## config.mk

```make
export PLATFORM = sky130hd
export DESIGN_NAME = mem_port_arbiter_flat
export DESIGN_NICKNAME = d
export VERILOG_FILES = /design/src/rtl/mem_port_arbiter_if.sv /design/src/rtl/mem_port_arbiter.sv /design/src/flat_wrapper.sv
export SDC_FILE = /design/constraint.sdc
export NUM_CORES = 1
export LEC_CHECK = 0
export ABC_AREA = 1
export CAP_MARGIN = 20
export CORE_MARGIN = 2
export CORE_UTILIZATION = 40
export CTS_CLUSTER_SIZE = 24
export DETAILED_ROUTE_END_ITERATION = 10
export HOLD_SLACK_MARGIN = 0.1
export PLACE_DENSITY = 0.88
export SLEW_MARGIN = 20
export SYNTH_ARGS = -nofsm -noshare
export SYNTH_HDL_FRONTEND = slang
export SYNTH_SLANG_ARGS = --single-unit
```

## constraint.sdc

```tcl
create_clock -name i_clk -period 2.9 [get_ports i_clk]
set_input_delay 0.58 -clock i_clk [delete_from_list [all_inputs] [get_ports i_clk]]
set_output_delay 0.58 -clock i_clk [all_outputs]
set_load 0.02 [all_outputs]
```

## src/rtl/mem_port_arbiter_if.sv

```systemverilog
// Bundle of requester-side, memory-side and status signals for mem_port_arbiter.
// master: arbiter view (drives readies, responses, memory request, busy).
// slave : environment view (requesters and backing memory).
`timescale 1ns/1ps
interface mem_port_arbiter_if #(
    parameter int ADDR_W = 32,
    parameter int DATA_W = 32
);
    localparam int STRB_W = DATA_W / 8;

    logic              i_ireq_valid;
    logic [ADDR_W-1:0] i_ireq_addr;
    logic              o_ireq_ready;
    logic              o_iresp_valid;
    logic [DATA_W-1:0] o_iresp_rdata;

    logic              i_dreq_valid;
    logic              i_dreq_we;
    logic [ADDR_W-1:0] i_dreq_addr;
    logic [DATA_W-1:0] i_dreq_wdata;
    logic [STRB_W-1:0] i_dreq_wstrb;
    logic              o_dreq_ready;
    logic              o_dresp_valid;
    logic [DATA_W-1:0] o_dresp_rdata;

    logic              o_mem_valid;
    logic              o_mem_we;
    logic [ADDR_W-1:0] o_mem_addr;
    logic [DATA_W-1:0] o_mem_wdata;
    logic [STRB_W-1:0] o_mem_wstrb;
    logic              i_mem_ready;
    logic              i_mem_rvalid;
    logic [DATA_W-1:0] i_mem_rdata;

    logic              o_busy_i;
    logic              o_busy_d;

    modport master (
        input  i_ireq_valid, i_ireq_addr,
        output o_ireq_ready, o_iresp_valid, o_iresp_rdata,
        input  i_dreq_valid, i_dreq_we, i_dreq_addr, i_dreq_wdata, i_dreq_wstrb,
        output o_dreq_ready, o_dresp_valid, o_dresp_rdata,
        output o_mem_valid, o_mem_we, o_mem_addr, o_mem_wdata, o_mem_wstrb,
        input  i_mem_ready, i_mem_rvalid, i_mem_rdata,
        output o_busy_i, o_busy_d
    );

    modport slave (
        output i_ireq_valid, i_ireq_addr,
        input  o_ireq_ready, o_iresp_valid, o_iresp_rdata,
        output i_dreq_valid, i_dreq_we, i_dreq_addr, i_dreq_wdata, i_dreq_wstrb,
        input  o_dreq_ready, o_dresp_valid, o_dresp_rdata,
        input  o_mem_valid, o_mem_we, o_mem_addr, o_mem_wdata, o_mem_wstrb,
        output i_mem_ready, i_mem_rvalid, i_mem_rdata,
        input  o_busy_i, o_busy_d
    );
endinterface

```

## src/rtl/mem_port_arbiter.sv

```systemverilog
// Shares one backing-memory port between instruction fetch (I) and load/store (D),
// one transaction in flight at a time: IDLE -> REQ -> RESP -> IDLE.
// Optional macro MEM_PORT_ARB_RR_EN: round-robin grant on contention
// (default build: fixed D-over-I priority).
//
// state   | meaning
// IDLE    | no transaction; readies offered to requesters
// REQ     | latched request presented to memory until i_mem_ready
// RESP    | waiting for i_mem_rvalid; routes response to owner
`timescale 1ns/1ps
module mem_port_arbiter #(
    parameter int ADDR_W = 32,
    parameter int DATA_W = 32
) (
    input  logic                i_clk,
    input  logic                i_rst_n,
    mem_port_arbiter_if.master  bus
);
    localparam int STRB_W = DATA_W / 8;
    localparam logic OWN_I = 1'b0;
    localparam logic OWN_D = 1'b1;

    typedef enum logic [1:0] {
        ST_IDLE = 2'd0,
        ST_REQ  = 2'd1,
        ST_RESP = 2'd2
    } state_t;

    state_t            state_q, state_d;
    logic              owner_q, owner_d;
    logic              we_q, we_d;
    logic [ADDR_W-1:0] addr_q, addr_d;
    logic [DATA_W-1:0] wdata_q, wdata_d;
    logic [STRB_W-1:0] wstrb_q, wstrb_d;
    logic              gnt_dside;
    logic              gnt_iside;

`ifdef MEM_PORT_ARB_RR_EN
    logic              last_grant_q, last_grant_d;

    // Round robin on contention: favour the side not granted last time.
    always_comb begin
        gnt_dside = bus.i_dreq_valid;
        if (bus.i_dreq_valid && bus.i_ireq_valid) begin
            gnt_dside = (last_grant_q == OWN_I);
        end
    end
`else
    assign gnt_dside = bus.i_dreq_valid;
`endif
    assign gnt_iside = ~gnt_dside;

    // State and latched request registers.
    always_ff @(posedge i_clk or negedge i_rst_n) begin
        if (!i_rst_n) begin
            state_q <= ST_IDLE;
            owner_q <= OWN_I;
            we_q    <= 1'b0;
            addr_q  <= '0;
            wdata_q <= '0;
            wstrb_q <= '0;
        end else begin
            state_q <= state_d;
            owner_q <= owner_d;
            we_q    <= we_d;
            addr_q  <= addr_d;
            wdata_q <= wdata_d;
            wstrb_q <= wstrb_d;
        end
    end

`ifdef MEM_PORT_ARB_RR_EN
    // Remembers which side won the most recent acceptance.
    always_ff @(posedge i_clk or negedge i_rst_n) begin
        if (!i_rst_n) begin
            last_grant_q <= OWN_I;
        end else begin
            last_grant_q <= last_grant_d;
        end
    end
`endif

    // Next-state, request latching and all handshake/memory outputs.
    always_comb begin
        state_d = state_q;
        owner_d = owner_q;
        we_d    = we_q;
        addr_d  = addr_q;
        wdata_d = wdata_q;
        wstrb_d = wstrb_q;
`ifdef MEM_PORT_ARB_RR_EN
        last_grant_d = last_grant_q;
`endif
        bus.o_ireq_ready  = 1'b0;
        bus.o_dreq_ready  = 1'b0;
        bus.o_iresp_valid = 1'b0;
        bus.o_iresp_rdata = '0;
        bus.o_dresp_valid = 1'b0;
        bus.o_dresp_rdata = '0;
        bus.o_mem_valid   = 1'b0;
        bus.o_mem_we      = 1'b0;
        bus.o_mem_addr    = '0;
        bus.o_mem_wdata   = '0;
        bus.o_mem_wstrb   = '0;

        case (state_q)
            ST_IDLE: begin
                // Readies are held off while reset is asserted so nothing
                // looks accepted during reset.
                bus.o_dreq_ready = i_rst_n & bus.i_dreq_valid & gnt_dside;
                bus.o_ireq_ready = i_rst_n & bus.i_ireq_valid & gnt_iside;
                if (bus.o_dreq_ready) begin
                    owner_d = OWN_D;
                    we_d    = bus.i_dreq_we;
                    addr_d  = bus.i_dreq_addr;
                    wdata_d = bus.i_dreq_wdata;
                    wstrb_d = bus.i_dreq_wstrb;
                    state_d = ST_REQ;
`ifdef MEM_PORT_ARB_RR_EN
                    last_grant_d = OWN_D;
`endif
                end else if (bus.o_ireq_ready) begin
                    owner_d = OWN_I;
                    we_d    = 1'b0;
                    addr_d  = bus.i_ireq_addr;
                    wdata_d = '0;
                    wstrb_d = '0;
                    state_d = ST_REQ;
`ifdef MEM_PORT_ARB_RR_EN
                    last_grant_d = OWN_I;
`endif
                end
            end
            ST_REQ: begin
                bus.o_mem_valid = 1'b1;
                bus.o_mem_we    = we_q;
                bus.o_mem_addr  = addr_q;
                bus.o_mem_wdata = wdata_q;
                bus.o_mem_wstrb = wstrb_q;
                if (bus.i_mem_ready) begin
                    state_d = ST_RESP;
                end
            end
            ST_RESP: begin
                if (bus.i_mem_rvalid) begin
                    if (owner_q == OWN_D) begin
                        bus.o_dresp_valid = 1'b1;
                        bus.o_dresp_rdata = bus.i_mem_rdata;
                    end else begin
                        bus.o_iresp_valid = 1'b1;
                        bus.o_iresp_rdata = bus.i_mem_rdata;
                    end
                    state_d = ST_IDLE;
                end
            end
            default: begin
                state_d = ST_IDLE;
            end
        endcase
    end

    assign bus.o_busy_i = (state_q != ST_IDLE) & (owner_q == OWN_I);
    assign bus.o_busy_d = (state_q != ST_IDLE) & (owner_q == OWN_D);
endmodule

```

## src/flat_wrapper.sv

```systemverilog
// flat-port wrapper written by rule: the top's interface ports become plain ports
module mem_port_arbiter_flat 
#(
    parameter int ADDR_W = 32,
    parameter int DATA_W = 32
)
  (i_clk, i_rst_n, bus_i_ireq_valid, bus_i_ireq_addr, bus_o_ireq_ready, bus_o_iresp_valid, bus_o_iresp_rdata, bus_i_dreq_valid, bus_i_dreq_we, bus_i_dreq_addr, bus_i_dreq_wdata, bus_i_dreq_wstrb, bus_o_dreq_ready, bus_o_dresp_valid, bus_o_dresp_rdata, bus_o_mem_valid, bus_o_mem_we, bus_o_mem_addr, bus_o_mem_wdata, bus_o_mem_wstrb, bus_i_mem_ready, bus_i_mem_rvalid, bus_i_mem_rdata, bus_o_busy_i, bus_o_busy_d);
  mem_port_arbiter_if #(.ADDR_W(ADDR_W), .DATA_W(DATA_W)) bus_i ();
  input  logic i_clk;
  input  logic i_rst_n;
  input wire logic [$bits(bus_i.i_ireq_valid)-1:0] bus_i_ireq_valid;
  input wire logic [$bits(bus_i.i_ireq_addr)-1:0] bus_i_ireq_addr;
  output wire logic [$bits(bus_i.o_ireq_ready)-1:0] bus_o_ireq_ready;
  output wire logic [$bits(bus_i.o_iresp_valid)-1:0] bus_o_iresp_valid;
  output wire logic [$bits(bus_i.o_iresp_rdata)-1:0] bus_o_iresp_rdata;
  input wire logic [$bits(bus_i.i_dreq_valid)-1:0] bus_i_dreq_valid;
  input wire logic [$bits(bus_i.i_dreq_we)-1:0] bus_i_dreq_we;
  input wire logic [$bits(bus_i.i_dreq_addr)-1:0] bus_i_dreq_addr;
  input wire logic [$bits(bus_i.i_dreq_wdata)-1:0] bus_i_dreq_wdata;
  input wire logic [$bits(bus_i.i_dreq_wstrb)-1:0] bus_i_dreq_wstrb;
  output wire logic [$bits(bus_i.o_dreq_ready)-1:0] bus_o_dreq_ready;
  output wire logic [$bits(bus_i.o_dresp_valid)-1:0] bus_o_dresp_valid;
  output wire logic [$bits(bus_i.o_dresp_rdata)-1:0] bus_o_dresp_rdata;
  output wire logic [$bits(bus_i.o_mem_valid)-1:0] bus_o_mem_valid;
  output wire logic [$bits(bus_i.o_mem_we)-1:0] bus_o_mem_we;
  output wire logic [$bits(bus_i.o_mem_addr)-1:0] bus_o_mem_addr;
  output wire logic [$bits(bus_i.o_mem_wdata)-1:0] bus_o_mem_wdata;
  output wire logic [$bits(bus_i.o_mem_wstrb)-1:0] bus_o_mem_wstrb;
  input wire logic [$bits(bus_i.i_mem_ready)-1:0] bus_i_mem_ready;
  input wire logic [$bits(bus_i.i_mem_rvalid)-1:0] bus_i_mem_rvalid;
  input wire logic [$bits(bus_i.i_mem_rdata)-1:0] bus_i_mem_rdata;
  output wire logic [$bits(bus_i.o_busy_i)-1:0] bus_o_busy_i;
  output wire logic [$bits(bus_i.o_busy_d)-1:0] bus_o_busy_d;
  assign bus_i.i_ireq_valid = bus_i_ireq_valid;
  assign bus_i.i_ireq_addr = bus_i_ireq_addr;
  assign bus_o_ireq_ready = bus_i.o_ireq_ready;
  assign bus_o_iresp_valid = bus_i.o_iresp_valid;
  assign bus_o_iresp_rdata = bus_i.o_iresp_rdata;
  assign bus_i.i_dreq_valid = bus_i_dreq_valid;
  assign bus_i.i_dreq_we = bus_i_dreq_we;
  assign bus_i.i_dreq_addr = bus_i_dreq_addr;
  assign bus_i.i_dreq_wdata = bus_i_dreq_wdata;
  assign bus_i.i_dreq_wstrb = bus_i_dreq_wstrb;
  assign bus_o_dreq_ready = bus_i.o_dreq_ready;
  assign bus_o_dresp_valid = bus_i.o_dresp_valid;
  assign bus_o_dresp_rdata = bus_i.o_dresp_rdata;
  assign bus_o_mem_valid = bus_i.o_mem_valid;
  assign bus_o_mem_we = bus_i.o_mem_we;
  assign bus_o_mem_addr = bus_i.o_mem_addr;
  assign bus_o_mem_wdata = bus_i.o_mem_wdata;
  assign bus_o_mem_wstrb = bus_i.o_mem_wstrb;
  assign bus_i.i_mem_ready = bus_i_mem_ready;
  assign bus_i.i_mem_rvalid = bus_i_mem_rvalid;
  assign bus_i.i_mem_rdata = bus_i_mem_rdata;
  assign bus_o_busy_i = bus_i.o_busy_i;
  assign bus_o_busy_d = bus_i.o_busy_d;
  mem_port_arbiter #(.ADDR_W(ADDR_W), .DATA_W(DATA_W)) u_core (.i_clk(i_clk), .i_rst_n(i_rst_n), .bus(bus_i));
endmodule
```

**After elaboration in Yosys (flattened, before gate mapping)**

Index checks and enable logic that the tools add are counted.

- Mux-type cells: 33
- Bitwise logic cells: 8
- Eq/ne operators: 5
- Reduce and logical (&&, ||, !) cells: 5

Operators by type and width:

| operator | number |
|---|---|
| 32-bit 2-to-1 mux | 12 |
| 1-bit 2-to-1 mux | 13 |
| 4-bit 2-to-1 mux | 3 |
| 2-bit 2-to-1 mux | 4 |
| 1-bit AND | 6 |
| 2-bit one-hot mux with 3 select lines | 1 |
| 2-bit inequality test, second input constant | 2 |
| 2-bit nonzero test | 2 |
| 3-bit by 1-bit inequality test with 1-bit output, second input constant | 1 |
| 3-bit AND reduction | 1 |
| 2-bit by 1-bit equality test with 1-bit output, second input constant | 1 |
| 2-bit equality test, second input constant | 1 |
| 2-bit logical NOT | 1 |
| 1-bit NOT | 2 |
| 2-bit AND reduction | 1 |

- Flip-flop bits (word level): 72
- Logic and storage cells: 57
- Input port bits: 139
- Output and inout bits: 140

**Longest topological paths before layout**

- Depth in word-level cells: 5
- Depth in mapped cells: 8
- Mapped depth without buffers: 6

**Worst setup path before layout**

OpenSTA, ideal clock, no wires.

- Path type: register -> output
- Start: reg u_core.state_q[0]
- End: out bus_o_mem_addr[10]
- Stages on the path, launching flop included: 6
- Setup slack: 865 ps
- Buffers on the path: 1
- Arrival time: 1455 ps
- Cells stage by stage: dfrtp_1 > inv_1 > nor2_1 > inv_2 > clkbuf_1 > nor2_1

- Word-level cells in the longest chain between the ends: 2

Ends and longest elaborated chain:

| item | RTL line | source |
|---|---|---|
| start, declared | mem_port_arbiter.sv:29 | `state_t state_q, state_d;` |
| start signal, assigned | mem_port_arbiter.sv:63 | `state_q <= state_d;` |
| 2-bit by 1-bit equality test with 1-bit output | mem_port_arbiter.sv:106 | `case (state_q)` |
| 32-bit 2-to-1 mux | mem_port_arbiter.sv:106 |  |
| end, declared | flat_wrapper.sv:26 | `output wire logic [$bits(bus_i.o_mem_addr)-1:0] bus_o_mem_addr;` |

No other way between the ends.

**Worst setup path after layout**

- Start: reg u_core.state_q[0]
- End: out bus_o_mem_wdata[17]

- Word-level cells in the longest chain between the ends: 2

Ends and longest elaborated chain:

| item | RTL line | source |
|---|---|---|
| 2-bit by 1-bit equality test with 1-bit output | mem_port_arbiter.sv:106 |  |
| 32-bit 2-to-1 mux | mem_port_arbiter.sv:106 |  |
| end, declared | flat_wrapper.sv:27 | `output wire logic [$bits(bus_i.o_mem_wdata)-1:0] bus_o_mem_wdata;` |

No other way between the ends.

==> impl_metrics.env <==
export IMPL_post_drt_via_cell_ratio=4.63
export IMPL_drt_pre_antenna_iters=4
export IMPL_design_portCount=279
export IMPL_synth_cell_type_count=16
export IMPL_rrSetupSlack_ns=1.04
export IMPL_power_density_cell_area_nw_per_um2=699
export IMPL_grt_use_met2=0.458
export IMPL_worst_path_max_delay_cell="sky130_fd_sc_hd__clkdlybuf4s50_1"
export IMPL_regToRegStartpoint="u_core.state_q[0]$_DFFE_PN0P_"
export IMPL_synth_commonest_cells="sky130_fd_sc_hd__nand2_1 (206), sky130_fd_sc_hd__nor2_1 (138), sky130_fd_sc_hd__inv_1 (108)"
export IMPL_via_count=5007
export IMPL_dpl_worst_slack_ns=0.127
export IMPL_grt_pass1_vias=4666
export IMPL_status="completed"
export IMPL_synthesis_yosys_warnings=0
export IMPL_seq_area_frac_synth=0.419
export IMPL_cts_buffers=9
export IMPL_final_max_slew_violation_count=0
export IMPL_n_fill_cell=869
export IMPL_period_share=0.960
export IMPL_mean_area_per_synthesized_cell_sq_um=6.29
export IMPL_ys_dominant_reg_cell="sky130_fd_sc_hd__dfrtp_1"
export IMPL_clock_path_buffers=2
export IMPL_insertion_delay_ns=0.34
export IMPL_post_route_cell_area_sq_um=7410
export IMPL_critPathArrivalTime_ns=2.20
export IMPL_net_switching_power_w=0.00204
export IMPL_capture_instance_of_the_worst_register_to_register_path="u_core.addr_q[29]$_DFFE_PN0P_"
export IMPL_netSwitchingFraction=0.394
export IMPL_layout_drive_gt1_share=0.0370
export IMPL_hold_path_cell_count=2
export IMPL_slowest_delay_ns=0.65
export IMPL_die_outline_height_um=108
export IMPL_ys_async_sr_fraction=1.00
export IMPL_postRouteWirelength_um=14800
export IMPL_synth_ff_latch_count=72
export IMPL_crit_path_start_kind="register"
export IMPL_cp_num_buf_inv=4
export IMPL_initial_core_util=0.414
export IMPL_post_route_min_period_ns=2.78
export IMPL_drc=0
export IMPL_hold_path_startpoint="u_core.wdata_q[31]$_DFFE_PN0P_"
export IMPL_power_share_clock=0.188
export IMPL_report_final_setup_viol=0
export IMPL_final_setup_worst_slack_ns=0.117
export IMPL_antenna_found_initial=0
export IMPL_internal_power_w=0.00314
export IMPL_final_hold_viol_count=0
export IMPL_htreeDepth=3
export IMPL_cp_top_family="buffers and inverters"
export IMPL_drt_initial_drc_count=316
export IMPL_final_setup_skew_ns=0.0173
export IMPL_globalRoute_busiestLayer="met2"
export IMPL_vdd_drop_max_v=0.000453
export IMPL_floorplan_core_area_sq_um=10400
export IMPL_grt_first_pass_wirelength_um=23000
export IMPL_cts_sinks=72
export IMPL_layout_nets=1079
export IMPL_critical_path_cell_list="inv_1 -> nor2_2 -> inv_2 -> buf_4 -> nor2_1 -> clkdlybuf4s50_1"
export IMPL_synth_enable_flop_cells=0
export IMPL_cts_setup_buffers=0
export IMPL_post_synth_main_area_contributors="sky130_fd_sc_hd__dfrtp_1 (42%), sky130_fd_sc_hd__nand2_1 (18%), sky130_fd_sc_hd__nand3_1 (12%)"
export IMPL_power_frac_seq=0.323
export IMPL_synth_fp_nets=822
export IMPL_route_antenna_remaining_nets=0
export IMPL_achievable_frequency_mhz=359
export IMPL_synth_most_common_cell="sky130_fd_sc_hd__nand2_1"
export IMPL_grt_ovfl_total=0
export IMPL_timing_slew_headroom=0.483
export IMPL_cts_clk_slew_worst_paths_ns=0.08
export IMPL_antenna_cells_inserted=0
export IMPL_synth_cells=683
export IMPL_tightestPinTransition_ns=0.776
export IMPL_syn_area_sq_um=4300
export IMPL_drv_cap=0
export IMPL_hold_class="register to register"
export IMPL_end_kind="output pin"
export IMPL_netlist_area_leader_share=0.419
export IMPL_grt_total_usage=0.251
export IMPL_grt_start_max_net_pins=73
export IMPL_cts_tree="done"
export IMPL_timing_critical_path_fanout_max=49
export IMPL_port_buffers=278
export IMPL_dp_final_hpwl_um=10800
export IMPL_synth_largest_area_cell="sky130_fd_sc_hd__dfrtp_1"
export IMPL_worst_ep_required_time_ns=2.32
export IMPL_cellLeakagePower_nw=3.81
export IMPL_grt_met1_usage=0.266
export IMPL_avgRoutedWirePerCell_um=13.7
export IMPL_startpoint_to_endpoint_class_of_the_critical_path="register to output pin"
export IMPL_cts_root_buf="sky130_fd_sc_hd__clkbuf_8"
export IMPL_grt_met3_usage=0.0690
export IMPL_gp_congestion=0.826
export IMPL_floorplan_die_area_sq_um=11600
export IMPL_p_r_area_growth_vs_syn_pct=72.6
export IMPL_site_rows=37
export IMPL_hold_path_endpoint="u_core.wdata_q[31]$_DFFE_PN0P_"
export IMPL_r2r_worst_path_cells=7
export IMPL_comb_power_share=0.489
export IMPL_placement_cell_area_sq_um=7140
export IMPL_die_width_um=108
through the flow:
stage / setup TNS [ns] / cells / util / power, W / hold WS (ns)
CTS: 0 / 1081 / 0.713 / 0.00522 / 0.509
floorplan: 0 / 683 / - / 0.00311 / 0.284
global placement: 0 / 1064 / 0.689 / 0.00415 / 0.405
finish: 0 / 1081 / 0.715 / 0.00518 / 0.504
detailed placement: 0 / 1064 / 0.689 / 0.00422 / 0.407
global route: -0.0161 / 1081 / 0.715 / 0.00555 / 0.525
power groups by stage:
stage,clock network (W),logic [W],registers [W]
final,0.000975,0.00253,0.00167
after global routing,0.00104,0.00278,0.00173
after CTS,0.000995,0.00255,0.00167
after detailed placement,0,0.00254,0.00169
after global placement,0,0.00249,0.00166
after floorplan,0,0.00148,0.00163
worst reg2reg max path: stages (launching register included):
cell and delay, ns:
sky130_fd_sc_hd__dfrtp_1 0.43, sky130_fd_sc_hd__nor2_4 0.21, sky130_fd_sc_hd__nand3_4 0.09, sky130_fd_sc_hd__buf_4 0.38, sky130_fd_sc_hd__nand2_2 0.17, sky130_fd_sc_hd__buf_4 0.34
sky130_fd_sc_hd__nand2_1 0.11, sky130_fd_sc_hd__nand2_1 0.08
cells by family after synthesis:
| group | after synthesis | share of synthesized area |
|---|---|---|
| AND/OR/NAND/NOR | 454 | 0.434 |
| buffers and inverters | 155 | 0.144 |
| flip-flops | 72 | 0.419 |
| AO/OA/AOI/OAI | 2 | 0.00291 |
sequential cells by signal, indices dropped and copies added, names as in the netlist:
signal and cells:
u_core.addr_q 32, u_core.wdata_q 32, u_core.wstrb_q 4, u_core.state_q 2, u_core.owner_q 1, u_core.we_q 1
cell usage in the layout, fill, tap and decap left out, drive strengths merged:
cell type / count
clkdlybuf4s50: 272
nand2: 208
nor2: 139
inv: 110
nand3: 106
dfrtp: 72
buf: 13
clkbuf: 11
dlymetal6s2s: 5
bufinv: 3
clkinv: 2
nor3: 1
o21bai: 1
o21ai: 1
dlygate4sd3: 1
how the worst max path moves through the flow:
| stage | start | endpoint | cells past startpoint |
|---|---|---|---|
| 2_1_floorplan | u_core.state_q[0]$_DFFE_PN0P_ | bus_o_mem_addr[10] | 5 |
| 3_3_place_gp | bus_i_mem_rvalid | bus_o_iresp_rdata[1] | 5 |
| 3_5_place_dp | bus_i_mem_rvalid | bus_o_iresp_rdata[9] | 5 |
| 4_1_cts | i_rst_n | bus_o_ireq_ready | 7 |
| 5_1_grt | u_core.state_q[0]$_DFFE_PN0P_ | bus_o_mem_wdata[17] | 6 |
| 6_report | u_core.state_q[0]$_DFFE_PN0P_ | bus_o_mem_wdata[17] | 6 |
what timing repair did:
action / in CTS / in global routing
hold buffers: 1 / 0
hold endpoints to repair: 3 / 0
gates resized for setup: 0 / 6
endpoints found under the setup margin: 0 / 49
final cells by class:
class	instances	area, sq um	share of cell area
Clock buffer	11	141	0.0191
Tap cell	136	170	0.0230
Clock inverter	5	104	0.0140
Multi-Input combinational cell	456	1880	0.253
Sequential cell	72	1800	0.243
Timing Repair Buffer	291	2910	0.392
Inverter	110	413	0.0557
metal layers:
layer | wire length (um) | share of wire
met1 | 5470 | 0.37
met4 | 594 | 0.040
met5 | 0 | 0
met2 | 7640 | 0.52
met3 | 1110 | 0.075
No activity file was read; power rests on OpenSTA's default activity.
